`src/rtl/arb_pkg.sv`:
```
// Shared definitions for the round-robin tree arbiter: FSM encoding and a width helper.
package arb_pkg;

   typedef enum logic {
      ST_IDLE  = 1'b0,
      ST_GRANT = 1'b1
   } arb_state_e;

   // Index width for n requesters, never less than one bit.
   function automatic int unsigned arb_clog2(input int unsigned n);
      int unsigned w;
      w = 1;
      for (int unsigned i = 1; i < 31; i++) begin
         if ((32'd1 << i) < n) w = i + 1;
      end
      return w;
   endfunction

endpackage

```
`src/rtl/rr_pick.sv`:
```
// Combinational round-robin picker: first eligible request at or above ptr, else
// first eligible request from index 0. Each search is a binary tree of 2-input
// priority nodes, the lower index winning at every node.
module rr_pick
   import arb_pkg::*;
#(
   parameter int unsigned N   = 4,
   parameter int unsigned IDW = arb_clog2(N)
) (
   input  logic [N-1:0]   req,
   input  logic [IDW-1:0] ptr,
   input  logic [N-1:0]   excl,
   output logic [N-1:0]   win_oh_c,
   output logic [IDW-1:0] win_id_c,
   output logic           any_c
);

   localparam int unsigned P = 1 << IDW;

   typedef struct packed {
      logic           any;
      logic [IDW-1:0] idx;
   } node_t;

   // Reduce a padded request vector level by level, in place, down to node 0.
   function automatic node_t first_set(input logic [P-1:0] v);
      logic [P-1:0]   any_n;
      logic [IDW-1:0] idx_n [P];
      node_t          r;
      any_n = v;
      for (int j = 0; j < int'(P); j++) idx_n[j] = IDW'(j);
      for (int lvl = 0; lvl < int'(IDW); lvl++) begin
         for (int j = 0; j < int'(P >> (lvl + 1)); j++) begin
            idx_n[j] = any_n[2*j] ? idx_n[2*j] : idx_n[2*j+1];
            any_n[j] = any_n[2*j] | any_n[2*j+1];
         end
      end
      r.any = any_n[0];
      r.idx = idx_n[0];
      return r;
   endfunction

   logic [P-1:0] cand;
   logic [P-1:0] above;
   node_t        hi;
   node_t        all;
   node_t        sel;

   // Upper (>= ptr) search takes precedence; the full search supplies the wrap.
   always_comb begin
      cand  = '0;
      above = '0;
      for (int i = 0; i < int'(N); i++) begin
         cand[i]  = req[i] & ~excl[i];
         above[i] = req[i] & ~excl[i] & (IDW'(i) >= ptr);
      end
      hi       = first_set(above);
      all      = first_set(cand);
      sel      = hi.any ? hi : all;
      any_c    = all.any;
      win_id_c = sel.idx;
      win_oh_c = '0;
      for (int i = 0; i < int'(N); i++) begin
         win_oh_c[i] = sel.any & (sel.idx == IDW'(i));
      end
   end

endmodule

```
`src/rtl/rr_tree_arbiter.sv`:
```
// N-requester round-robin arbiter with grant hold and zero-bubble handover.
// Optional forced rotation after MAX_HOLD cycles when ARB_TIMEOUT_EN is defined.
module rr_tree_arbiter
   import arb_pkg::*;
#(
   parameter int unsigned N   = 4,
   parameter int unsigned IDW = arb_clog2(N)
`ifdef ARB_TIMEOUT_EN
   ,
   parameter int unsigned MAX_HOLD = 8
`endif
) (
   input  logic           clk,
   input  logic           rst_n,
   input  logic [N-1:0]   req,
   output logic [N-1:0]   grant,
   output logic           grant_valid,
   output logic [IDW-1:0] grant_id
);

   arb_state_e     state_q, state_d;
   logic [IDW-1:0] ptr_q, ptr_d;
   logic [N-1:0]   grant_q, grant_d;
   logic           grant_valid_q, grant_valid_d;
   logic [IDW-1:0] grant_id_q, grant_id_d;

   logic [N-1:0]   win_oh;
   logic [IDW-1:0] win_id;
   logic           win_any;
   logic           owner_req;
   logic           expired;
   logic           take;

   // The current owner is excluded so a handover always goes to someone else.
   rr_pick #(.N(N), .IDW(IDW)) u_pick (
      .req      (req),
      .ptr      (ptr_q),
      .excl     (grant_q),
      .win_oh_c (win_oh),
      .win_id_c (win_id),
      .any_c    (win_any)
   );

   assign owner_req = |(req & grant_q);

`ifdef ARB_TIMEOUT_EN
   localparam logic [7:0] HOLD_LAST = 8'(MAX_HOLD - 1);

   logic [7:0] hold_q, hold_d;

   // Forced rotation only when someone else is actually waiting.
   assign expired = (hold_q == HOLD_LAST) && win_any;

   // Hold counter: clears on every new grant, saturates at the rotation point.
   always_comb begin
      hold_d = hold_q;
      if (take) begin
         hold_d = '0;
      end else if ((state_q == ST_GRANT) && (hold_q != HOLD_LAST)) begin
         hold_d = hold_q + 8'd1;
      end
   end

   // Hold counter register.
   always_ff @(posedge clk or negedge rst_n) begin
      if (!rst_n) hold_q <= '0;
      else        hold_q <= hold_d;
   end
`else
   assign expired = 1'b0;
`endif

   // Next-state, pointer and grant selection.
   always_comb begin
      state_d    = state_q;
      ptr_d      = ptr_q;
      grant_d    = grant_q;
      grant_id_d = grant_id_q;
      take       = 1'b0;
      case (state_q)
         ST_IDLE: begin
            if (win_any) take = 1'b1;
         end
         ST_GRANT: begin
            if (!owner_req || expired) begin
               if (win_any) begin
                  take = 1'b1;
               end else begin
                  state_d    = ST_IDLE;
                  grant_d    = '0;
                  grant_id_d = '0;
               end
            end
         end
      endcase
      if (take) begin
         state_d    = ST_GRANT;
         grant_d    = win_oh;
         grant_id_d = win_id;
         ptr_d      = (win_id == IDW'(N - 1)) ? '0 : IDW'(win_id + 1'b1);
      end
      grant_valid_d = |grant_d;
   end

   // State and output registers.
   always_ff @(posedge clk or negedge rst_n) begin
      if (!rst_n) begin
         state_q       <= ST_IDLE;
         ptr_q         <= '0;
         grant_q       <= '0;
         grant_valid_q <= 1'b0;
         grant_id_q    <= '0;
      end else begin
         state_q       <= state_d;
         ptr_q         <= ptr_d;
         grant_q       <= grant_d;
         grant_valid_q <= grant_valid_d;
         grant_id_q    <= grant_id_d;
      end
   end

   assign grant       = grant_q;
   assign grant_valid = grant_valid_q;
   assign grant_id    = grant_id_q;

endmodule

```
`config.mk`:
```
export PLATFORM = sky130hd
export DESIGN_NAME = rr_tree_arbiter
export DESIGN_NICKNAME = d
export VERILOG_FILES = /design/src/rtl/arb_pkg.sv /design/src/rtl/rr_pick.sv /design/src/rtl/rr_tree_arbiter.sv
export SDC_FILE = /design/constraint.sdc
export NUM_CORES = 1
export LEC_CHECK = 0
export BUFFER_PORTS_ARGS = -buffer_cell sky130_fd_sc_hd__buf_4
export CORE_MARGIN = 2
export CORE_UTILIZATION = 30
export CTS_CLUSTER_DIAMETER = 150
export DETAILED_ROUTE_END_ITERATION = 8
export PLACE_DENSITY = 0.51
export RECOVER_POWER = 100
export REMOVE_ABC_BUFFERS = 1
export SETUP_SLACK_MARGIN = 0.05
export SYNTH_ARGS = -nofsm -noshare
export SYNTH_HDL_FRONTEND = slang
export SYNTH_SLANG_ARGS = --single-unit
```
`constraint.sdc`:
```
create_clock -name clk -period 5.6 [get_ports clk]
set_input_delay 0.28 -clock clk [delete_from_list [all_inputs] [get_ports clk]]
set_output_delay 0.28 -clock clk [all_outputs]
set_load 0.1 [all_outputs]
```
Word level (Yosys, flattened, before mapping) --
Cells that the tools add are included.
Operators by class: add/sub/neg operators 1, magnitude comparators 4, reduce and logical (&&, ||, !) cells 5, mux-type cells 22, equal/unequal tests 5, bitwise gates (word level) 24
Operator list (count):
- 4-bit two-way mux | 4
- 2-bit two-way mux | 7
- 1-bit bitwise AND | 12
- 1-bit two-way mux | 9
- 4-bit OR reduction | 2
- 1-bit bitwise OR | 6
- 1-bit NOT | 5
- 4-bit bitwise AND | 1
- 2-bit equality test (second input constant) | 2
- 1-bit by 2-bit >= comparator with 1-bit output (first input constant) | 2
- 2-bit >= comparator (first input constant) | 2
- 3-bit two-way mux | 1
- 3-bit AND reduction | 1
- 2-bit by 1-bit adder with 2-bit output (second input constant) | 1
- 2-bit by 1-bit equality test with 1-bit output (second input constant) | 1
- 2-bit zero test | 1
- 2-bit by 1-bit inequality test with 1-bit output (second input constant) | 1
- 2-bit inequality test (second input constant) | 1
- 1-bit one-hot mux with 2 select lines | 1
- 2-bit nonzero test | 1
Word-level totals: logic and storage cells 66, input bits 6, register bits after elaboration 10

Logic depth before layout (Yosys ltp) --
depth after elaboration 10, gate-level depth with buffers 7

By module --
Synthesis repeated with hierarchy kept, for this count alone.
Unflattened totals: cell total of the unflattened synthesis 67, area, all modules 698.2 µm²
By module, submodules not included:
- rr_tree_arbiter | cells each 30, seq. area each 250.2 µm², area each 440.4 µm², times used 1
- rr_pick | cells each 37, seq. area each 0.0 µm², area each 257.7 µm², times used 1

Worst setup path after synthesis --
No wires, ideal clock.
path kind reg-to-reg, start point register grant_q[2] (netlist: grant[2]), end point register grant_valid_q (netlist: grant_valid), slack 2787 ps, stages on the path, launching flop included 8, arrival 2692 ps, library setup time 121 ps, path through dfrtp_1 -> or2b_4 -> o22ai_1 -> a221oi_2 -> inv_1 -> ha_1 -> or4_1 -> a22o_1
Between the ends: cells in the longest elaborated chain, start to end 10, elaborated cells between the ends (all ways) 30, classes of those cells eq/ne (3); mux (12); bitwise (12); reduce/logical (3)
RTL lines:
- from (decl) | RTL line rr_tree_arbiter.sv:23 | logic [N-1:0] grant_q, grant_d;
- from (signal assigned) | RTL line rr_tree_arbiter.sv:116 | grant_q <= grant_d;
- 1-bit NOT | RTL line rr_pick.sv:54, rr_pick.sv:55
- 1-bit bitwise AND | RTL line rr_pick.sv:54, rr_pick.sv:55
- 1-bit bitwise AND | RTL line rr_pick.sv:55 | above[i] = req[i] & ~excl[i] & (IDW'(i) >= ptr);
- 1-bit two-way mux or 1-bit bitwise OR (tied branches) | RTL line rr_pick.sv:34, rr_pick.sv:35
- 2-bit two-way mux or 1-bit bitwise OR (tied branches) | RTL line rr_pick.sv:34, rr_pick.sv:35
- 3-bit two-way mux | RTL line rr_pick.sv:59 | sel = hi.any ? hi : all;
- 2-bit by 1-bit equality test with 1-bit output, or another cell as far along | RTL line rr_pick.sv:64 | win_oh_c[i] = sel.any & (sel.idx == IDW'(i));
- 1-bit bitwise AND | RTL line rr_pick.sv:64
- 4-bit two-way mux * | RTL line rr_tree_arbiter.sv:96 | if (take) begin
- 4-bit OR reduction * | RTL line rr_tree_arbiter.sv:102 | grant_valid_d = |grant_d;
- via grant_valid_d | RTL line rr_tree_arbiter.sv:24 | logic grant_valid_q, grant_valid_d;
- to (signal assigned) | RTL line rr_tree_arbiter.sv:117 | grant_valid_q <= grant_valid_d;
- to (decl) | RTL line rr_tree_arbiter.sv:24
The timed path passes the listed nets; every way through them passes the cells marked *. A chain may end at the register's enable or synchronous reset.

Worst setup path in the final report --
start point register grant_q[3] (netlist: grant[3]), end point register grant_valid_q (netlist: grant_valid)
Between the ends: cells in the longest elaborated chain, start to end 10, elaborated cells between the ends (all ways) 26, classes of those cells eq/ne (3); mux (8); bitwise (12); reduce/logical (3)
RTL lines:
- 1-bit NOT | RTL line rr_pick.sv:54, rr_pick.sv:55
- 1-bit bitwise AND | RTL line rr_pick.sv:54, rr_pick.sv:55
- 1-bit bitwise AND | RTL line rr_pick.sv:55
- 1-bit bitwise OR (2 in series) | RTL line rr_pick.sv:35 | any_n[j] = any_n[2*j] | any_n[2*j+1];
- 3-bit two-way mux | RTL line rr_pick.sv:59
- 2-bit by 1-bit equality test with 1-bit output, or another cell as far along | RTL line rr_pick.sv:64
- 1-bit bitwise AND | RTL line rr_pick.sv:64
- 4-bit two-way mux * | RTL line rr_tree_arbiter.sv:96
- 4-bit OR reduction * | RTL line rr_tree_arbiter.sv:102
- via grant_valid_d | RTL line rr_tree_arbiter.sv:24
Marks and branches as above.

==> impl_metrics.csv <==
group,metric,value,unit
sta,hold_viol,0,
sta,slew_violations,0,
die,pin_count,13,
sta,worst_pin_slew,1.162,ns
setup_path,worstSetupPathType,"flop to flop",
clock_network,cts.repair.resized,0,
sta,setup_tns,0,ns
die,fp.dieW,49.80,um
final_layout,multiInputGateArea,332.8,um^2
route,vias,475,
sta,setup_viol,0,
global_routing,grt_pass1_vias,488,
setup_path,cp_slowest_stage_delay,0.57,ns
global_routing,grt_usage,0.1313,
clock_network,clockBufferDepth,2,
global_routing,grt_pass1_wl,2332,um
place,dp_hpwl,971.2,um
global_routing,grt_max_degree,11,
clock_network,cts_hold_buf,1,
clock_network,cts_tree,"done",
place,placed_cell_area,738.2,um^2
sta,setup_slack,2.991,ns
sta,fmax,383.4,MHz
global_routing,overflow,0,
clock_network,clk_pin_slew,0.07,ns
clock_network,cts_sinks,10,
die,die_area,2480,um^2
setup_path,cpLargestDelayFamily,"compound AO/OA/AOI/OAI gates",
route,drc_errors,0,
final_layout,drive_above_1_share,0.1912,
setup_path,crit_buf_inv,1,
final_layout,regArea,250.2,um^2
yosys,synth_seq_cells,10,
sta,min_period,2.609,ns
route,drt_iter0_markers,2,
clock_network,clock-root-buffer,"clkbuf_4",
yosys,synth_top_cell_by_area,"dfrtp_1",
route,dr.pass1.iters,4,
yosys,synthDistinctLibCells,26,
route,antenna_left,0,
sta,slew_headroom,0.2286,
place,gp_congestion,0.7167,
sta,final.setup_skew,0.004241,ns
final_layout,syn_to_final_growth,16.10,%
setup_path,critPathArrivalTime,2.78,ns
clock_network,cts_buffers,3,
yosys,netlist.area_leader.share,0.3976,
final_layout,finalCoreUtilization,0.3724,
final_layout,num_antenna_cells,0,
place,portBuffers,12,
route,routed_wl,1364,um
yosys,netlist_instances,52,
setup_path,worstSetupStartpointType,"flop",
yosys,synth.top_cells.by_area,"dfrtp_1, a22o_1, ha_1",
route,viasPerCell,5.000,
yosys,syn_area,629.4,um^2
setup_path,path_cells,"and2b_2, o22ai_1, a221oi_1, inv_1, ha_1, or4_1, a22o_1",
final_layout,fill_cells,211,
sta,fin_crit_sh,0.4658,
route,detail_route.wl_per_cell,14.36,um
yosys,syn_area_per_cell,12.10,um^2
die,initial_utilization,0.3208,
yosys,yosys_warnings,0,
place,pre_cts_ws,3.198,ns
yosys,yosysSeqAreaShare,0.3976,
worst_hold_path,hold_class,"input port to flop",
die,die_y,49.80,um
die,core_area,1962,um^2
final_layout,stdcell_area,730.7,um^2
setup_path,end_kind,"flop",
setup_path,critPathMaxFanout,7,
sta,grt_setup_unrepaired,"false",
status,run_status,"finished, final reports clean",
clock_network,clock_latency,0.28,ns
global_routing,antenna_found_initial,0,
clock_network,cts_setup_buffers,0,
die,rows,16,
setup_path,worstPathRequired,5.77,ns
final_layout,nets,79,
job,max-cap-violations,0,
setup_path,cpMaxStageDelayCell,"a221oi_1",
clock_network,htree_levels,1,
==> registers in the layout, summed over array words and instances, names as in the netlist <==
signal       cells
grant_valid      1
ptr_q            2
state_q          1
grant_id         2
grant            4
==> stage by stage <==
step / hold WS (ns) / instances
floorplan: -0.01559 / 51
global placement: 0.1167 / 90
detailed placement: 0.1156 / 90
CTS: 0.3601 / 95
global route: 0.4723 / 95
finish: 0.4396 / 95
==> area by class of cell <==
type | count | area share
flip-flops and latches | 10 | 0.3425
clock buffers | 4 | 0.04966
repair buffers | 13 | 0.09589
well taps | 27 | 0.04623
multi-input cells | 39 | 0.4555
inverters | 2 | 0.01027
==> layer usage <==
layer,track usage,wire [um],vias to the layer above
met5,0,0,-
met4,0.08333,18,0
met3,0.03636,51,2
met2,0.1978,631,11
met1,0.1638,663,226
li1,-,-,236
==> worst register-to-register path: cells and delay by family (launching register included) <==
kind / cells / cell delay, ns
AO/OA/AOI/OAI: 3 / 0.89
adder cells (fa/ha/maj): 1 / 0.24
buffers and inverters: 1 / 0.15
flip-flops: 1 / 0.46
AND/OR/NAND/NOR: 2 / 0.77
==> Yosys cell counts (all sizes together) <==
cell type / count
o31ai: 1
nand4: 1
dfrtp: 10
a21oi: 2
nor3: 1
nand2b: 2
mux2: 1
or4: 2
a221oi: 1
a22o: 9
and2b: 1
o2bb2ai: 1
o22ai: 1
nand4bb: 1
nor3b: 1
inv: 2
buf: 1
or2b: 3
and2: 1
and3b: 1
nor2: 1
ha: 4
o21ai: 4
==> cells in the final DEF (no fill, tap or decap) <==
master / n
dfrtp_1: 10
a21oi_1: 2
and2b_2: 1
nor2_1: 1
dlygate4sd3_1: 1
clkbuf_1: 8
nand4bb_1: 1
o21ai_0: 3
mux2_1: 1
nor3b_1: 1
o31ai_1: 1
o21ai_1: 1
nand4_4: 1
o2bb2ai_1: 1
clkbuf_8: 1
and2_0: 1
or2b_2: 1
a221oi_1: 1
nor3_1: 1
inv_1: 2
ha_1: 4
clkbuf_4: 3
nand2b_1: 2
and3b_1: 1
a22o_1: 9
o22ai_1: 1
or4_1: 2
or2b_4: 2
buf_4: 4
==> kinds of logic after synthesis <==
group	Yosys count	share of synthesized area
AO/OA/AOI/OAI	19	0.2505
adder cells (fa/ha/maj)	4	0.07953
buffers and inverters	3	0.03578
flip-flops	10	0.3976
multiplexers	1	0.02385
AND/OR/NAND/NOR	15	0.2127
==> final timing paths <==
kind | from | endpoint | slack (ns) | cells after the start
worst max-delay path | grant[3] | grant_valid | 2.99 | 7
worst min-delay path | req[3] | state_q | 0.44 | 4
worst max register to register | grant[3] | grant_valid | 2.99 | 7
worst min register to register | grant_id[1] | grant_id[1] | 0.51 | 1
max in group asynchronous | rst_n | grant_id[1] | 4.74 | 2
min in group asynchronous | rst_n | state_q | 0.49 | 2
Power is not shown: default switching activity piles up to over one toggle a cycle in this logic, so the estimate is an artifact.
